--- config.mk ---
export PLATFORM = sky130hd
export DESIGN_NAME = multi_channel_pll
export DESIGN_NICKNAME = d
export VERILOG_FILES = /design/src/rtl/multi_channel_pll.sv
export SDC_FILE = /design/constraint.sdc
export NUM_CORES = 1
export LEC_CHECK = 0
export ABC_AREA = 1
export CELL_PAD_IN_SITES_DETAIL_PLACEMENT = 0
export CELL_PAD_IN_SITES_GLOBAL_PLACEMENT = 2
export CORE_MARGIN = 5
export CORE_UTILIZATION = 26
export DETAILED_ROUTE_END_ITERATION = 10
export HOLD_SLACK_MARGIN = 0.05
export PLACE_DENSITY = 0.87
export SYNTH_ARGS = -nofsm -noshare
export SYNTH_HDL_FRONTEND = slang
export SYNTH_SLANG_ARGS = --single-unit
export TNS_END_PERCENT = 5
--- constraint.sdc ---
create_clock -name clk1280 -period 2.4 [get_ports clk1280]
set_input_delay 0.36 -clock clk1280 [delete_from_list [all_inputs] [get_ports clk1280]]
set_output_delay 0.36 -clock clk1280 [all_outputs]
set_load 0.01 [all_outputs]
--- src/rtl/multi_channel_pll.sv ---
// rtl/multi_channel_pll.sv - digital multi-channel PLL: reference phase tracking, lock FSM, phase-programmable clock outputs
// Optional reference watchdog: define PLL_REF_WATCHDOG_EN.
module multi_channel_pll #(
  parameter int NCH      = 4,
  parameter int DIV_LOG2 = 5,
  parameter int CNT_W    = 12
) (
  input  logic                    clk1280,
  input  logic                    reset,
  input  logic                    clk40Ref,
  input  logic                    startCalibration,
  input  logic [CNT_W-1:0]        calibrationTime,
  input  logic [CNT_W-1:0]        lockTime,
  input  logic [NCH*DIV_LOG2-1:0] clockDelay,
  input  logic [NCH*DIV_LOG2-1:0] pulseWidth,
  input  logic [NCH-1:0]          chEnable,
  output logic [NCH-1:0]          clkOut,
  output logic                    pllCalibrationDone,
  output logic                    locked,
  output logic                    instantLock,
  output logic [DIV_LOG2-1:0]     phaseCount,
  output logic [1:0]              pllState
);

  typedef enum logic [1:0] {
    IDLE    = 2'd0,
    CALIB   = 2'd1,
    LOCKING = 2'd2,
    LOCKED  = 2'd3
  } state_t;

  localparam logic [DIV_LOG2-1:0] ALIGN     = DIV_LOG2'(3);
  localparam logic [DIV_LOG2-1:0] PHASE_ONE = DIV_LOG2'(1);
  localparam logic [CNT_W-1:0]    CNT_ONE   = CNT_W'(1);
  localparam logic [CNT_W-1:0]    CNT_MAX   = '1;

  state_t              state;
  logic                refSync1;
  logic                refSync2;
  logic                refDelay;
  logic                refEdge;
  logic                inPhase;
  logic                startReg;
  logic                startRise;
  logic                wdExpired;
  logic [CNT_W-1:0]    edgeCount;
  logic [CNT_W-1:0]    edgeCountInc;
  logic [DIV_LOG2-1:0] riseAt  [NCH];
  logic [DIV_LOG2-1:0] widthAt [NCH];
  logic [DIV_LOG2-1:0] fallAt  [NCH];

  assign refEdge      = refSync2 & ~refDelay;
  assign inPhase      = (phaseCount + PHASE_ONE) == ALIGN;
  assign startRise    = startCalibration & ~startReg;
  assign edgeCountInc = (edgeCount == CNT_MAX) ? edgeCount : edgeCount + CNT_ONE;
  assign pllState     = state;
  assign locked       = (state == LOCKED);

  // Reference is sampled as data: two flops for metastability, a third to find the rising edge.
  always_ff @(posedge clk1280 or negedge reset) begin
    if (!reset) begin
      refSync1   <= 1'b0;
      refSync2   <= 1'b0;
      refDelay   <= 1'b0;
      startReg   <= 1'b0;
      phaseCount <= '0;
    end else begin
      refSync1   <= clk40Ref;
      refSync2   <= refSync1;
      refDelay   <= refSync2;
      startReg   <= startCalibration;
      phaseCount <= refEdge ? ALIGN : phaseCount + PHASE_ONE;
    end
  end

`ifdef PLL_REF_WATCHDOG_EN
  localparam int               WD_W     = DIV_LOG2 + 2;
  localparam logic [WD_W-1:0]  WD_LIMIT = WD_W'(2 ** (DIV_LOG2 + 1));
  localparam logic [WD_W-1:0]  WD_ONE   = WD_W'(1);

  logic [WD_W-1:0] watchdog;

  assign wdExpired = (watchdog == WD_LIMIT);

  always_ff @(posedge clk1280 or negedge reset) begin
    if (!reset) begin
      watchdog <= '0;
    end else if (refEdge) begin
      watchdog <= '0;
    end else if (!wdExpired) begin
      watchdog <= watchdog + WD_ONE;
    end
  end
`else
  assign wdExpired = 1'b0;
`endif

  // A restart request wins over everything, including a reference edge in the same cycle.
  always_ff @(posedge clk1280 or negedge reset) begin
    if (!reset) begin
      state              <= IDLE;
      edgeCount          <= '0;
      pllCalibrationDone <= 1'b0;
      instantLock        <= 1'b0;
    end else begin
      if (refEdge) instantLock <= inPhase;
      if (startRise) begin
        state              <= CALIB;
        edgeCount          <= '0;
        pllCalibrationDone <= 1'b0;
      end else if (wdExpired && state != IDLE) begin
        state              <= IDLE;
        edgeCount          <= '0;
        pllCalibrationDone <= 1'b0;
        instantLock        <= 1'b0;
      end else if (refEdge) begin
        case (state)
          CALIB: begin
            if (edgeCount == calibrationTime) begin
              state              <= LOCKING;
              edgeCount          <= '0;
              pllCalibrationDone <= 1'b1;
            end else begin
              edgeCount <= edgeCountInc;
            end
          end
          LOCKING: begin
            if (!inPhase) begin
              edgeCount <= '0;
            end else if (edgeCount == lockTime) begin
              state     <= LOCKED;
              edgeCount <= '0;
            end else begin
              edgeCount <= edgeCountInc;
            end
          end
          LOCKED: begin
            if (!inPhase) begin
              state     <= LOCKING;
              edgeCount <= '0;
            end
          end
          default: begin
            state <= state;
          end
        endcase
      end
    end
  end

  always_comb begin
    for (int i = 0; i < NCH; i++) begin
      riseAt[i]  = clockDelay[i*DIV_LOG2 +: DIV_LOG2];
      widthAt[i] = pulseWidth[i*DIV_LOG2 +: DIV_LOG2];
      fallAt[i]  = riseAt[i] + widthAt[i];
    end
  end

  // Outputs only toggle on phase matches, so reprogramming while locked can never glitch.
  always_ff @(posedge clk1280 or negedge reset) begin
    if (!reset) begin
      clkOut <= '0;
    end else begin
      for (int i = 0; i < NCH; i++) begin
        if (!chEnable[i] || state != LOCKED || widthAt[i] == '0) begin
          clkOut[i] <= 1'b0;
        end else if (phaseCount == riseAt[i]) begin
          clkOut[i] <= 1'b1;
        end else if (phaseCount == fallAt[i]) begin
          clkOut[i] <= 1'b0;
        end
      end
    end
  end

endmodule

==> metrics.yaml, run 1 <==
routing:
  drc: 0
  viasPerCell: 4.49
  drtPass1Iterations: 4
  vias: 3216
  wirelength_um: 9190
  ant_nets: 0
  drtIter0Drc: 159
  wl_per_cell_um: 12.8
hold_path:
  hold_end: "refSync2"
  min_path_cells: 0
  hp-start: "refSync1"
  hp-class: "reg -> reg"
pwr:
  p_int_mw: 1.79
  leakagePower_nw: 2.10
  pwr-share-clk: 0.214
  ir_worst_vdd_v: 0.000281
  swShare: 0.418
  comb_power_share: 0.554
  power_density_mw_per_mm2: 703
  switchingPower_mw: 1.29
  power_frac_seq: 0.232
floorplanning:
  start_util: 0.264
  num_rows: 40
  die_area_mm2: 0.0145
  io_pins: 86
  die_h_um: 120
  core_area_mm2: 0.0120
  die_w_um: 120
worst_setup_path:
  path_common_cell: "nand3_1"
  worstReg2RegEnd: "edgeCount[3]"
  crit_path_end_kind: "flip-flop"
  cpMaxStageDelayCell: "clkdlybuf4s50_1"
  slowest_delay_ps: 510
  reg2reg_from: "phaseCount[0]"
  critPathArrivalTime_ps: 2200
  cp_top_family: "adder cells"
  setup.worst_path.start_class: "input pin"
  critPathMaxFanout: 3
  cp_num_buf_inv: 2
  cp.required_ps: 2560
  r2r_slack_ps: 430
  cp_cell_sequence: "clkdlybuf4s50_1 -> ha_1 -> inv_1 -> fa_1 -> xor2_1 -> nand4_1 -> a21oi_1 -> nand3_1 -> nand3_1 -> nand2_1"
  reg2reg_depth: 12
  crit_type: "in -> reg"
global_routing:
  antenna_found_initial: 0
  grt_pass1_wl_um: 15500
  first_global_vias: 3284
  grt_max_degree: 30
  grt-ovfl-total: 0
  gr-usage-all-layers: 0.130
timing:
  max_freq_mhz: 490
  rsz0062_at_grt: "false"
  setup_viol: 0
  relSlewSlack: 0.719
  slew_viol_final: 0
  worstMarginPinSlew_ps: 421
  hold_viol_final: 0
  tns_ps: 0
  fin_crit_sh: 0.850
  period_minus_slack_ps: 2040
  clock_skew_ps: 4.00
clock_network:
  post-cts-setup-buffers: 0
  clock-sinks: 29
  cts-resized-gates: 0
  clock_latency_ps: 270
  clkTransAtPathRegs_ps: 50
  clockRootBuffer: "clkbuf_16"
  cts_buffers: 5
  cts_max_path_buffers: 2
  h-tree-depth: 2
  postCtsHoldBufs: 0
  cts_tree: "yes"
logic_synthesis:
  synth.net_count: 571
  synth_warnings: 0
  ys_seq_area_frac: 0.229
  synth_top_family_by_area: "simple AND/OR/NAND/NOR gates"
  ys_ff_latch: 29
  synth.distinct_cells: 30
  synthAdderAreaFrac: 0.112
  syn-cell-area_mm2: 0.00317
  synth.avg_cell_area_um2: 6.71
  synthCells: 473
  synth_compound_area_frac: 0.0461
  synthXorXnorAreaFrac: 0.135
  synthMuxAreaShare: 0
  synthSimpleGateAreaFrac: 0.366
run_status:
  status: "complete, no violations"
flow_run:
  cap_violations: 0
cells_and_area:
  synthToLayoutAreaGrowth_pct: 38.0
  diodes: 0
  final_nets: 666
  drive_above_1_share: 0.0738
  utilization: 0.365
placement:
  post-dp-hpwl_um: 7570
  routabilityCongestion: 0.868
  io_buffers: 85
[power groups by stage]
stage          sequential [mW]  clock (mW)  combinational [mW]
3_5_place_dp             0.729           0                1.73
4_1_cts                  0.719       0.673                1.74
2_1_floorplan            0.700           0                1.17
5_1_grt                  0.740       0.697                1.93
6_report                 0.714       0.660                1.70
3_3_place_gp             0.725           0                1.72
[synthesized netlist by cell type]
cell type | instances | area [um2]
nor2_2 | 2 | 12.5
nand2_1 | 135 | 507
ha_1 | 22 | 275
nand4_1 | 17 | 106
buf_4 | 2 | 15.0
inv_2 | 2 | 7.51
o21ai_1 | 2 | 10.0
nor4_1 | 4 | 25.0
nand3_1 | 44 | 220
nand3_2 | 2 | 20.0
nand2_4 | 2 | 22.5
nor3_2 | 2 | 20.0
inv_6 | 1 | 8.76
or2_2 | 8 | 50.1
nor2_1 | 37 | 139
a31oi_1 | 1 | 6.26
nor3_1 | 4 | 20.0
o22ai_1 | 8 | 50.1
fa_1 | 4 | 80.1
o21ai_0 | 7 | 35.0
nand2_2 | 3 | 18.8
buf_12 | 1 | 20.0
clkinv_1 | 1 | 3.75
inv_1 | 69 | 259
dfrtp_1 | 29 | 726
xnor2_1 | 35 | 307
buf_6 | 2 | 22.5
xor2_1 | 14 | 123
buf_2 | 4 | 20.0
a21oi_1 | 9 | 45.0
[kinds of logic after synthesis]
family	Yosys count
XOR/XNOR	49
buffers and inverters	82
flip-flops	29
AO/OA/AOI/OAI	27
AND/OR/NAND/NOR	260
adder cells (fa/ha/maj)	26
[layout by cell type (no fill, tap or decap), types with 5 or more instances in the layout]
cell | netlist | routed
nand2_1 | 135 | 135
buf_4 | 2 | 12
nand4_1 | 17 | 17
or2_2 | 8 | 8
nor2_1 | 37 | 37
clkdlybuf4s50_1 | 0 | 85
dfrtp_1 | 29 | 29
o21ai_0 | 7 | 7
xor2_1 | 14 | 14
a21oi_1 | 9 | 9
o22ai_1 | 8 | 8
nand3_1 | 44 | 44
ha_1 | 22 | 22
inv_1 | 69 | 69
xnor2_1 | 35 | 35
clkbuf_16 | 0 | 5
[stage by stage]
| stage | power [mW] | hold WS (ps) | cell area [um2] | std cells | setup slack, ps |
|---|---|---|---|---|---|
| 2_1_floorplan | 1.87 | 64.4 | 3170 | 473 | 571 |
| 3_3_place_gp | 2.45 | 334 | 4220 | 708 | 106 |
| 3_5_place_dp | 2.45 | 336 | 4220 | 708 | 65.1 |
| 4_1_cts | 3.13 | 348 | 4380 | 716 | 341 |
| 5_1_grt | 3.36 | 354 | 4380 | 716 | 188 |
| 6_report | 3.08 | 345 | 4380 | 716 | 359 |
[state kept, by name, indices dropped and copies added, names as in the netlist]
signal / count
refDelay: 1
startReg: 1
edgeCount: 12
phaseCount: 5
clkOut: 4
instantLock: 1
refSync1: 1
pllCalibrationDone: 1
pllState: 2
refSync2: 1
[per-layer routing]
layer / track usage / part of all wire / up-vias
met3: 0.0285 / 0.059 / 8
met4: 0.0326 / 0.015 / 0
li1: - / - / 1689
met5: 0 / 0 / -
met2: 0.231 / 0.47 / 79
met1: 0.161 / 0.45 / 1440
[area by class of cell]
cell class | count | area, um2
Tap cell | 147 | 184
Inverter | 73 | 279
Clock buffer | 7 | 153
Multi-Input combinational cell | 362 | 2090
Clock inverter | 1 | 5.00
Fill cell | 1311 | 7630
Sequential cell | 29 | 726
Timing Repair Buffer | 97 | 941
[worst max-delay path by stage]
stage                              start            to  slack [ps]  cells after the start
final                     clockDelay[10]     clkOut[2]         360                     10
after global routing      clockDelay[10]     clkOut[2]         190                     10
after CTS                 clockDelay[10]     clkOut[2]         340                     10
after detailed placement  clockDelay[10]     clkOut[2]          70                     10
after global placement     clockDelay[0]     clkOut[0]         110                     10
after floorplan            phaseCount[0]  edgeCount[3]         570                     14
Note: power is estimated with default switching activity, not from simulation.
==> inputs of run 2 (changes only) <==
==> constraint.sdc (replaced) <==
create_clock -name clk1280 -period 2.1 [get_ports clk1280]
set_input_delay 0.315 -clock clk1280 [delete_from_list [all_inputs] [get_ports clk1280]]
set_output_delay 0.315 -clock clk1280 [all_outputs]
set_load 0.01 [all_outputs]
==> run 2 against run 1 <==
Non-clock buffer count increased by 18. Critical path depth stayed put. Final cell count up 2.5%. Register-to-register slack worse by 170 ps. Clock skew hardly changed. First-iteration DRC count decreased by 15%. Die area is the same. Sequential share of layout area fell by 0.64 points. Critical path type unchanged. Routed wire length grew 3.9%.
==> metrics.yaml, run 2 (synthesized netlist as in run 1, its figures left out) <==
pwr:
  power_frac_seq: 0.210  # was 0.232
  pwr-share-clk: 0.245  # was 0.214
  leakagePower_nw: 2.22  # was 2.10 nW
  switchingPower_mw: 1.52  # was 1.29 mW
  swShare: 0.398  # was 0.418
  comb_power_share: 0.545  # was 0.554
  power_density_mw_per_mm2: 837  # was 703 mW/mm2
  ir_worst_vdd_v: 0.000336  # was 0.000281 V
  p_int_mw: 2.30  # was 1.79 mW
placement:
  pre_cts_slack_ps: -162  # was 65.1 ps
  io_buffers: 85  # unchanged
  routabilityCongestion: 0.879  # was 0.868
  post-dp-hpwl_um: 7830  # was 7570 um
worst_setup_path:
  worstReg2RegEnd: "edgeCount[4]"  # was edgeCount[3]
  path_common_cell: "nand3_1"  # unchanged
  critPathArrivalTime_ps: 2160  # was 2200 ps
  cpMaxStageDelayCell: "clkdlybuf4s50_1"  # unchanged
  cp_num_buf_inv: 2  # unchanged
  slowest_delay_ps: 500  # was 510 ps
  critPathMaxFanout: 2  # was 3
  r2r_slack_ps: 260  # was 430 ps
  setup.worst_path.start_class: "input pin"  # unchanged
  reg2reg_depth: 14  # was 12
  crit_type: "in -> reg"  # unchanged
  cp_cell_sequence: "clkdlybuf4s50_1 -> ha_2 -> inv_1 -> fa_1 -> xor2_1 -> nand4_1 -> a21oi_1 -> nand3_1 -> nand3_1 -> nand2_1"  # was clkdlybuf4s50_1 -> ha_1 -> inv_1 -> fa_1 -> xor2_1 -> nand4_1 -> a21oi_1 -> nand3_1 -> nand3_1 -> nand2_1
  crit_path_end_kind: "flip-flop"  # unchanged
  reg2reg_from: "phaseCount[0]"  # unchanged
  cp_top_family: "adder cells"  # unchanged
  cp.required_ps: 2260  # was 2560 ps
hold_path:
  min_path_cells: 0  # unchanged
  hold_end: "refSync2"  # unchanged
  hp-class: "reg -> reg"  # unchanged
  hp-start: "refSync1"  # unchanged
global_routing:
  gr-usage-all-layers: 0.134  # was 0.130
  grt-ovfl-total: 0  # unchanged
  grt_pass1_wl_um: 15900  # was 15500 um
  first_global_vias: 3341  # was 3284
  grt_max_degree: 30  # unchanged
  antenna_found_initial: 0  # unchanged
cells_and_area:
  synthToLayoutAreaGrowth_pct: 43.7  # was 38.0%
  final_cell_mix: "nand2_1 (135), clkdlybuf4s50_1 (85), inv_1 (69)"  # unchanged
  top_register: "edgeCount"  # unchanged
  reg.largest.list: "edgeCount x12, phaseCount x5, clkOut x4"  # unchanged
  mostFrequentLayoutCell: "nand2_1"  # unchanged
  diodes: 0  # unchanged
  final_nets: 684  # was 666
  drive_above_1_share: 0.109  # was 0.0738
  largest_register_ffs: 12  # unchanged
run_status:
  status: "complete, no violations"  # unchanged
floorplanning:
  die_h_um: 120  # unchanged
  io_pins: 86  # unchanged
  start_util: 0.264  # unchanged
  die_w_um: 120  # unchanged
  num_rows: 40  # unchanged
  die_area_mm2: 0.0145  # unchanged
  core_area_mm2: 0.0120  # unchanged
clock_network:
  clock-sinks: 29  # unchanged
  post-cts-setup-buffers: 0  # unchanged
  clockRootBuffer: "clkbuf_16"  # unchanged
  cts_max_path_buffers: 2  # unchanged
  cts_buffers: 5  # unchanged
  h-tree-depth: 2  # unchanged
  cts_tree: "yes"  # unchanged
  clkTransAtPathRegs_ps: 50  # about the same
  clock_latency_ps: 270  # about the same
routing:
  drc: 0  # unchanged
  wl_per_cell_um: 13.0  # was 12.8 um
  ant_nets: 0  # unchanged
  viasPerCell: 4.44  # was 4.49
  vias: 3261  # was 3216
  drtIter0Drc: 135  # was 159
  drtPass1Iterations: 5  # was 4
  wirelength_um: 9540  # was 9190 um
timing:
  hold_viol_final: 0  # unchanged
  setup_viol: 0  # unchanged
  fin_crit_sh: 0.955
  max_freq_mhz: 499
  relSlewSlack: 0.730  # was 0.719
  rsz0062_at_grt: "true"  # was false
  period_minus_slack_ps: 2010
  tns_ps: 0  # unchanged
  worstMarginPinSlew_ps: 401  # was 421 ps
  setup_ws_ps: 94.4  # was 359 ps
  clock_skew_ps: 3.64  # was 4.00 ps
  slew_viol_final: 0  # unchanged
flow_run:
  cap_violations: 0  # unchanged
==> run 2: changes by cell type in the layout (fill, tap and decap cells not counted), sizes merged <==
cell,previous run,this run
buf,12,30
bufinv,0,2
clkbuf,7,5
==> run 2: timing repair <==
action                                  CTS  global route
hold buffers                              0             0
gates resized for setup                   0             5
endpoints found under the setup margin    0             8
hold endpoints to repair                  0             0
==> run 2: how the worst max path moves through the flow <==
| stage | startpoint | endpoint | slack (ps) | cells past startpoint |
|---|---|---|---|---|
| global placement | clockDelay[5] | clkOut[1] | -160 | 10 |
| floorplan | phaseCount[0] | edgeCount[3] | 270 | 14 |
| finish | pulseWidth[5] | clkOut[1] | 90 | 10 |
| detailed placement | pulseWidth[5] | clkOut[1] | -160 | 10 |
| global route | pulseWidth[5] | clkOut[1] | -4 | 10 |
| CTS | pllState[0] | locked | 20 | 2 |
==> run 2: power by group through the flow <==
stage	Clock (mW)	Combinational [mW]	Sequential, mW
after floorplan	0	1.34	0.800
after global placement	0	2.07	0.803
after detailed placement	0	2.08	0.809
after CTS	0.952	2.10	0.801
after global routing	0.978	2.33	0.825
final	0.935	2.08	0.801
==> run 2: metrics by stage <==
step / total power [mW] / utilization / instances / cell area (um2) / hold WS, ps
finish: 3.82 / 0.380 / 734 / 4560 / 357
global route: 4.13 / 0.380 / 734 / 4560 / 371
CTS: 3.86 / 0.379 / 734 / 4550 / 363
detailed placement: 2.89 / 0.363 / 726 / 4360 / 351
global placement: 2.87 / 0.363 / 726 / 4360 / 335
floorplan: 2.14 / - / 473 / 3170 / 19.4
==> run 2: per-layer routing <==
layer | routed length, um | global-route usage | vias up
met5 | 0 | 0 | -
met4 | 63 | 0.0212 | 0
met1 | 4470 | 0.168 | 1451
met2 | 4590 | 0.244 | 80
li1 | - | - | 1725
met3 | 418 | 0.0225 | 5
==> run 2: area by class of cell <==
type                       count  area, um2
tap                          147        184
clock inverter                 3       65.1
multi-input combinational    362       2110
fill                        1269       7450
inverter                      73        279
sequential                    29        727
timing repair buffer         115       1080
clock buffer                   5        125
